**config.mk**
```make
export PLATFORM = sky130hd
export DESIGN_NAME = cci_mpf_c0_rd_arb
export DESIGN_NICKNAME = d
export VERILOG_FILES = /design/src/rtl/cci_mpf_c0_rd_arb_pkg.sv /design/src/rtl/cci_mpf_c0_rd_arb_rr_arb.sv /design/src/rtl/cci_mpf_c0_rd_arb.sv
export SDC_FILE = /design/constraint.sdc
export NUM_CORES = 1
export LEC_CHECK = 0
export ABC_CLOCK_PERIOD_IN_PS = 25700
export CORE_AREA = 5 5 529 531
export DETAILED_ROUTE_END_ITERATION = 8
export DIE_AREA = 0 0 534 536
export PLACE_DENSITY_LB_ADDON = 0.3
export RECOVER_POWER = 25
export SKIP_LAST_GASP = 1
export SYNTH_ARGS = -nofsm -noshare
export SYNTH_HDL_FRONTEND = slang
export SYNTH_SLANG_ARGS = --single-unit
```
**constraint.sdc**
```tcl
create_clock -name clk -period 25.7 [get_ports clk]
set_clock_uncertainty 0.2 [all_clocks]
set_input_delay 2.57 -clock clk [delete_from_list [all_inputs] [get_ports clk]]
set_output_delay 2.57 -clock clk [all_outputs]
set_load 0.05 [all_outputs]
```
**src/rtl/cci_mpf_c0_rd_arb_pkg.sv**
```systemverilog
// Shared types and mdata ID-field helpers for the MPF c0 read arbiter.
package cci_mpf_c0_rd_arb_pkg;

   localparam int unsigned MPF_ARB_MAX_REQ = 8;
   localparam int unsigned CCI_CLADDR_W    = 42;
   localparam int unsigned CCI_MDATA_W     = 16;

   typedef logic [CCI_CLADDR_W-1:0] t_cci_clAddr;
   typedef logic [CCI_MDATA_W-1:0]  t_cci_mdata;

   typedef struct packed {
      t_cci_clAddr addr;
      t_cci_mdata  mdata;
   } t_c0tx_req;

   function automatic t_cci_mdata mdata_low_mask(int unsigned id_bits);
      return t_cci_mdata'(16'hFFFF >> id_bits);
   endfunction

   // Requester ID occupies the top id_bits of mdata.
   function automatic t_cci_mdata mdata_insert_id(logic [2:0] id, t_cci_mdata md,
                                                  int unsigned id_bits);
      return (t_cci_mdata'(id) << (CCI_MDATA_W - id_bits)) | (md & mdata_low_mask(id_bits));
   endfunction

   function automatic logic [3:0] mdata_extract_id(t_cci_mdata md, int unsigned id_bits);
      return 4'(md >> (CCI_MDATA_W - id_bits));
   endfunction

   function automatic t_cci_mdata mdata_restore(t_cci_mdata md, int unsigned id_bits);
      return md & mdata_low_mask(id_bits);
   endfunction

endpackage

```
**src/rtl/cci_mpf_c0_rd_arb_rr_arb.sv**
```systemverilog
// Combinational round-robin picker: first eligible index at or after rr_ptr_i, with wrap.
module cci_mpf_rr_arb #(
   parameter int unsigned NUM_REQ = 4
) (
   input  logic [NUM_REQ-1:0]         elig_i,
   input  logic [$clog2(NUM_REQ)-1:0] rr_ptr_i,
   output logic [NUM_REQ-1:0]         grant_o,
   output logic [$clog2(NUM_REQ)-1:0] winner_o
);

   localparam int unsigned IDX_W = $clog2(NUM_REQ);

   logic             found;
   logic [IDX_W-1:0] idx;

   always_comb begin
      grant_o  = '0;
      winner_o = '0;
      found    = 1'b0;
      idx      = '0;
      for (int i = 0; i < NUM_REQ; i++) begin
         idx = IDX_W'((32'(rr_ptr_i) + 32'(i)) % NUM_REQ);
         if (!found && elig_i[idx]) begin
            found        = 1'b1;
            grant_o[idx] = 1'b1;
            winner_o     = idx;
         end
      end
   end

endmodule

```
**src/rtl/cci_mpf_c0_rd_arb.sv**
```systemverilog
// Round-robin arbiter sharing the MPF c0 read channel, with per-requester outstanding limits.
// Optional statistics counters are built when CCI_MPF_C0_RD_ARB_STATS_EN is defined.
module cci_mpf_c0_rd_arb
   import cci_mpf_c0_rd_arb_pkg::*;
#(
   parameter int unsigned NUM_REQ         = 4,
   parameter int unsigned MAX_OUTSTANDING = 64
) (
   input  logic                  clk,
   input  logic                  reset,
   input  logic [NUM_REQ-1:0]    req_valid,
   output logic [NUM_REQ-1:0]    req_ready,
   input  logic [NUM_REQ*42-1:0] req_addr,
   input  logic [NUM_REQ*16-1:0] req_mdata,
   output logic                  c0tx_valid,
   output logic [41:0]           c0tx_addr,
   output logic [15:0]           c0tx_mdata,
   input  logic                  c0TxAlmFull,
   input  logic                  c0rx_valid,
   input  logic [15:0]           c0rx_mdata,
   input  logic [511:0]          c0rx_data,
   output logic [NUM_REQ-1:0]    rsp_valid,
   output logic [15:0]           rsp_mdata,
   output logic [511:0]          rsp_data,
`ifdef CCI_MPF_C0_RD_ARB_STATS_EN
   output logic [NUM_REQ*32-1:0] stat_grants,
   output logic [31:0]           stat_almfull_cycles,
`endif
   output logic                  err_bad_id
);

   localparam int unsigned ID_BITS = $clog2(NUM_REQ);
   localparam int unsigned CNT_W   = 8;

   logic [NUM_REQ-1:0] elig_c, grant_c, inc_c, dec_c, rsp_valid_d, rsp_valid_q;
   logic [ID_BITS-1:0] winner_c, rr_ptr_d, rr_ptr_q;
   logic               grant_fire_c, rx_ok_c, rx_bad_c;
   logic [3:0]         rx_id_c;
   logic [CNT_W-1:0]   outstanding_d [NUM_REQ];
   logic [CNT_W-1:0]   outstanding_q [NUM_REQ];
   t_cci_clAddr        addr_c [NUM_REQ];
   t_cci_mdata         mdata_c [NUM_REQ];
   t_c0tx_req          c0tx_d, c0tx_q;
   logic               c0tx_valid_d, c0tx_valid_q;
   t_cci_mdata         rsp_mdata_d, rsp_mdata_q;
   logic [511:0]       rsp_data_d, rsp_data_q;
   logic               err_bad_id_d, err_bad_id_q;

   always_comb begin
      elig_c = '0;
      for (int i = 0; i < NUM_REQ; i++) begin
         addr_c[i]  = req_addr[i*42 +: 42];
         mdata_c[i] = req_mdata[i*16 +: 16];
         elig_c[i]  = req_valid[i] && (outstanding_q[i] < CNT_W'(MAX_OUTSTANDING));
      end
   end

   cci_mpf_rr_arb #(.NUM_REQ(NUM_REQ)) u_rr_arb (
      .elig_i   (elig_c),
      .rr_ptr_i (rr_ptr_q),
      .grant_o  (grant_c),
      .winner_o (winner_c)
   );

   // Almost-full and reset both suppress the grant outright.
   assign grant_fire_c = (|grant_c) && !c0TxAlmFull && !reset;
   assign req_ready    = grant_fire_c ? grant_c : '0;

   assign rx_id_c  = mdata_extract_id(c0rx_mdata, ID_BITS);
   assign rx_ok_c  = c0rx_valid && (32'(rx_id_c) < NUM_REQ);
   assign rx_bad_c = c0rx_valid && !rx_ok_c;

   always_comb begin
      inc_c = '0;
      dec_c = '0;
      for (int i = 0; i < NUM_REQ; i++) begin
         inc_c[i] = grant_fire_c && (winner_c == ID_BITS'(i));
         dec_c[i] = rx_ok_c && (rx_id_c == 4'(i));
      end
   end

   always_comb begin
      rr_ptr_d     = rr_ptr_q;
      c0tx_valid_d = grant_fire_c;
      c0tx_d       = c0tx_q;
      rsp_valid_d  = dec_c;
      rsp_mdata_d  = rsp_mdata_q;
      rsp_data_d   = rsp_data_q;
      err_bad_id_d = err_bad_id_q | rx_bad_c;
      if (grant_fire_c) begin
         rr_ptr_d     = ID_BITS'((32'(winner_c) + 32'd1) % NUM_REQ);
         c0tx_d.addr  = addr_c[winner_c];
         c0tx_d.mdata = mdata_insert_id(3'(winner_c), mdata_c[winner_c], ID_BITS);
      end
      if (rx_ok_c) begin
         rsp_mdata_d = mdata_restore(c0rx_mdata, ID_BITS);
         rsp_data_d  = c0rx_data;
      end
      // Simultaneous grant and response on one requester cancel; decrement saturates at zero.
      for (int i = 0; i < NUM_REQ; i++) begin
         outstanding_d[i] = outstanding_q[i];
         if (inc_c[i] && !dec_c[i]) begin
            outstanding_d[i] = outstanding_q[i] + CNT_W'(1);
         end else if (dec_c[i] && !inc_c[i] && (outstanding_q[i] != '0)) begin
            outstanding_d[i] = outstanding_q[i] - CNT_W'(1);
         end
      end
   end

   always_ff @(posedge clk or posedge reset) begin
      if (reset) begin
         rr_ptr_q     <= '0;
         c0tx_valid_q <= 1'b0;
         c0tx_q       <= '0;
         rsp_valid_q  <= '0;
         rsp_mdata_q  <= '0;
         rsp_data_q   <= '0;
         err_bad_id_q <= 1'b0;
         for (int i = 0; i < NUM_REQ; i++) begin
            outstanding_q[i] <= '0;
         end
      end else begin
         rr_ptr_q      <= rr_ptr_d;
         c0tx_valid_q  <= c0tx_valid_d;
         c0tx_q        <= c0tx_d;
         rsp_valid_q   <= rsp_valid_d;
         rsp_mdata_q   <= rsp_mdata_d;
         rsp_data_q    <= rsp_data_d;
         err_bad_id_q  <= err_bad_id_d;
         outstanding_q <= outstanding_d;
      end
   end

   assign c0tx_valid = c0tx_valid_q;
   assign c0tx_addr  = c0tx_q.addr;
   assign c0tx_mdata = c0tx_q.mdata;
   assign rsp_valid  = rsp_valid_q;
   assign rsp_mdata  = rsp_mdata_q;
   assign rsp_data   = rsp_data_q;
   assign err_bad_id = err_bad_id_q;

`ifdef CCI_MPF_C0_RD_ARB_STATS_EN
   logic [31:0] stat_grants_q [NUM_REQ];
   logic [31:0] stat_alm_q;

   always_ff @(posedge clk or posedge reset) begin
      if (reset) begin
         stat_alm_q <= '0;
         for (int i = 0; i < NUM_REQ; i++) begin
            stat_grants_q[i] <= '0;
         end
      end else begin
         if (c0TxAlmFull && (|req_valid)) begin
            stat_alm_q <= stat_alm_q + 32'd1;
         end
         for (int i = 0; i < NUM_REQ; i++) begin
            if (inc_c[i]) begin
               stat_grants_q[i] <= stat_grants_q[i] + 32'd1;
            end
         end
      end
   end

   always_comb begin
      stat_grants = '0;
      for (int i = 0; i < NUM_REQ; i++) begin
         stat_grants[i*32 +: 32] = stat_grants_q[i];
      end
   end

   assign stat_almfull_cycles = stat_alm_q;
`endif

endmodule

```
==> key figures <==
Outcome
  • Run status: complete, but fails checks
  • Failing checks: max-capacitance violations, max-slew violations

Clock tree
  • Post_cts resized: 0
  • Clock Path Buffers: 4
  • Clock root cell: clkbuf_16
  • CTS tree: done
  • Clock transition at the registers of the reported paths: 0.05 ns
  • CTS Sinks: 623
  • Total clock buffers created by CTS: 97
  • Clk_lat worst skew: 0.78 ns
  • CTS Hold Bufs: 0
  • Setup bufs post-CTS: 0
  • H-Tree Depth: 3

Critical path
  • Slowest cell on crit path: clkbuf_1
  • Worst Path Max Fanout: 112
  • CP arrival: 12.91 ns
  • Worst endpoint required time: 26.15 ns
  • CP peak stage delay: 5.06 ns
  • Cells along the critical path: clkbuf_1 > clkbuf_1 > clkbuf_1 > mux2_2
  • Worst Setup End Kind: flop
  • CP most frequent cell: clkbuf_1
  • WP buf/inv: 3
  • Crit Path Category: in2reg
  • Crit path max-delay family: buffers and inverters
  • Startpoint types: input pin

Placed design
  • Routability cong.: 0.951
  • Port bufs: 1352
  • Post-DP HPWL: 160000 um

Global routing
  • Vias in the first global route: 24081
  • First-pass GRT wire length: 245000 um
  • Total track usage: 12.8%
  • Pin count of the biggest net entering global routing: 113
  • Congestion Overflow GR: 0
  • Initial antenna violation count: 131

Pwr
  • Switch Pwr: 2030 uW
  • Maximum vdd ir drop: 0.0000652 V
  • Sw frac: 42.8%
  • Clock share of power: 30.0%
  • Pwr/cell area: 99.6 nW/um2
  • Flop pwr share: 26.4%
  • Comb pwr share: 43.7%
  • LEAKAGE: 0.0184 uW
  • Pint: 2710 uW

Layout
  • Area delta synth->final: 80.1%
  • Share of cells above drive strength 1: 20.8%
  • Nets: 4232
  • Fillers: 30305
  • Fin util: 17.3%

Synthesis
  • Primary FF master, synth: dfrtp_1
  • Area leader, netlist: dfrtp_1
  • Cell count after synthesis: 2063
  • Cell variety after synth: 63
  • Cell Area, Synth: 26400 um2
  • Most frequent cell after synthesis: dfrtp_1
  • Post-synth EDFFs: 0
  • Seq/Total Area, Yosys: 59.1%
  • Top cells by area, synth: dfrtp_1 59%, mux2_2 23%, nand2_1 2.7%
  • Syn avg cell area: 12.8 um2
  • Synth top area share: 59.1%
  • Commonest cells in the synthesized netlist: 623 x dfrtp_1, 532 x mux2_2, 193 x nand2_1
  • FFs w/ async S/R, synth: 100%
  • Warnings, synthesis: 0
  • #FFs+latches synth: 623

Min path
  • Worst hold path class: reg2reg

Routing
  • Routed Antenna Nets: 0
  • DR iter-0 viols: 888
  • Routed len/inst: 26.7 um
  • Drt first pass iters: 5
  • Via count: 22604
  • DR DRC count: 0
  • Vias/cell: 3.17
  • Final WL: 191000 um

Floorplan
  • Starting Density: 9.59%
  • FP Rows: 193
  • Ports: 1364
  • Core ar.: 275000 um2
  • Die width: 534 um
  • Die Span Y: 536 um
  • Die Area: 286000 um2

Timing
  • Final Setup Violations: 0
  • Fin crit share: 48.5%
  • Max-slew violations: 546
  • Fin. Hold Viols: 0
  • Slew @ Worst Pin: 7.06 ns
  • RSZ-0062 raised after global routing: no
  • Final TNS setup: 0 ns
  • Min cycle time layout: 12.46 ns
  • Min Hold Slack: 0.274 ns
  • Rel. slew slack: -371%
  • Fmax: 80.2 MHz

Flow run
  • Max_cap viols: 10
## state kept, by name, summed over array words and instances (netlist names)
register and count:
rsp_data 512, c0tx_addr 42, outstanding_q 32, c0tx_mdata 16, rsp_mdata 14, rsp_valid 4
rr_ptr_q 2, c0tx_valid 1
## tightest hold or removal path, cell delays in order, from the launching register on
cell	delay, ns
dfrtp_1	0.33
nand2_1	0.04
o21ai_0	0.06
## cell families after synthesis
family / Yosys count / synth area share (%)
muxes: 546 / 23.5
and+or+nand+nor: 486 / 7.90
DFF: 623 / 59.1
xor gates and xnor gates: 27 / 0.896
adders and majority gates: 40 / 2.01
AOI/OAI and AO/OA: 205 / 4.59
buffers and inverters: 135 / 2.05
other: 1 / 0.0142
## power by group through the flow
stage	combinational [uW]	clock [uW]	sequential (uW)
floorplan	808	0	1690
global placement	2130	0	1260
detailed placement	2130	0	1270
CTS	2130	1490	1250
global route	2250	1520	1270
finish	2070	1420	1250
## per-layer routing
layer | GRT usage [%] | wire length (um) | vias to the layer above
met5 | 0 | 253 | -
met4 | 3.49 | 5760 | 42
met3 | 6.83 | 23500 | 280
met2 | 21.0 | 88300 | 1154
met1 | 14.4 | 73100 | 11151
li1 | - | - | 9977
## placed cells by master, fill, tap and decap left out, drive strengths merged, types with 4 or more instances in the layout
cell type | synthesis | final
clkdlybuf4s50 | 0 | 1346
dfrtp | 623 | 623
mux2 | 539 | 539
nand2 | 194 | 194
nor2 | 183 | 183
clkbuf | 94 | 147
o21ai | 129 | 129
nand3 | 68 | 68
ha | 36 | 36
diode | 0 | 34
a21oi | 27 | 27
buf | 24 | 20
inv | 16 | 20
xnor2 | 18 | 18
clkinv | 1 | 16
bufinv | 0 | 12
a21o | 11 | 11
nor4 | 10 | 10
xor2 | 9 | 9
o21bai | 8 | 8
clkinvlp | 0 | 7
a22o | 6 | 6
o2bb2ai | 5 | 5
nor3b | 5 | 5
mux2i | 5 | 5
or3b | 4 | 4
fa | 4 | 4
nor3 | 4 | 4
and2 | 4 | 4
a221oi | 4 | 4
## final timing paths
path	startpoint	endpoint	slack, ns	cells after the start
worst max-delay path	c0rx_valid	rsp_data[448]	13.24	4
worst min-delay path	c0tx_addr[14]	c0tx_addr[14]	0.27	2
worst max register to register	rr_ptr_q[0]	outstanding_q[15]	19.09	23
worst min register to register	c0tx_addr[14]	c0tx_addr[14]	0.27	2
max in group asynchronous	reset	rsp_data[400]	17.27	4
min in group asynchronous	reset	c0tx_mdata[2]	3.45	2
## cell type report
type | instances | area (um2) | area share, %
Multi-Input combinational cell | 1307 | 10300 | 21.6
Inverter | 17 | 67.6 | 0.142
Clock inverter | 38 | 551 | 1.16
Tap cell | 3607 | 4510 | 9.49
Sequential cell | 623 | 15600 | 32.8
Antenna cell | 34 | 85.1 | 0.179
Clock buffer | 136 | 2780 | 5.84
Timing Repair Buffer | 1378 | 13700 | 28.8
## through the flow
stage | cell area, um2 | power, uW | instances | setup slack [ns]
after floorplan | 26400 | 2500 | 2065 | 5.48
after global placement | 44200 | 3390 | 6932 | 17.32
after detailed placement | 44200 | 3390 | 6932 | 17.27
after CTS | 47500 | 4880 | 7106 | 17.37
after global routing | 47500 | 5040 | 7111 | 12.15
final | 47500 | 4740 | 7140 | 13.24
Power figures use the tool's default switching activity.
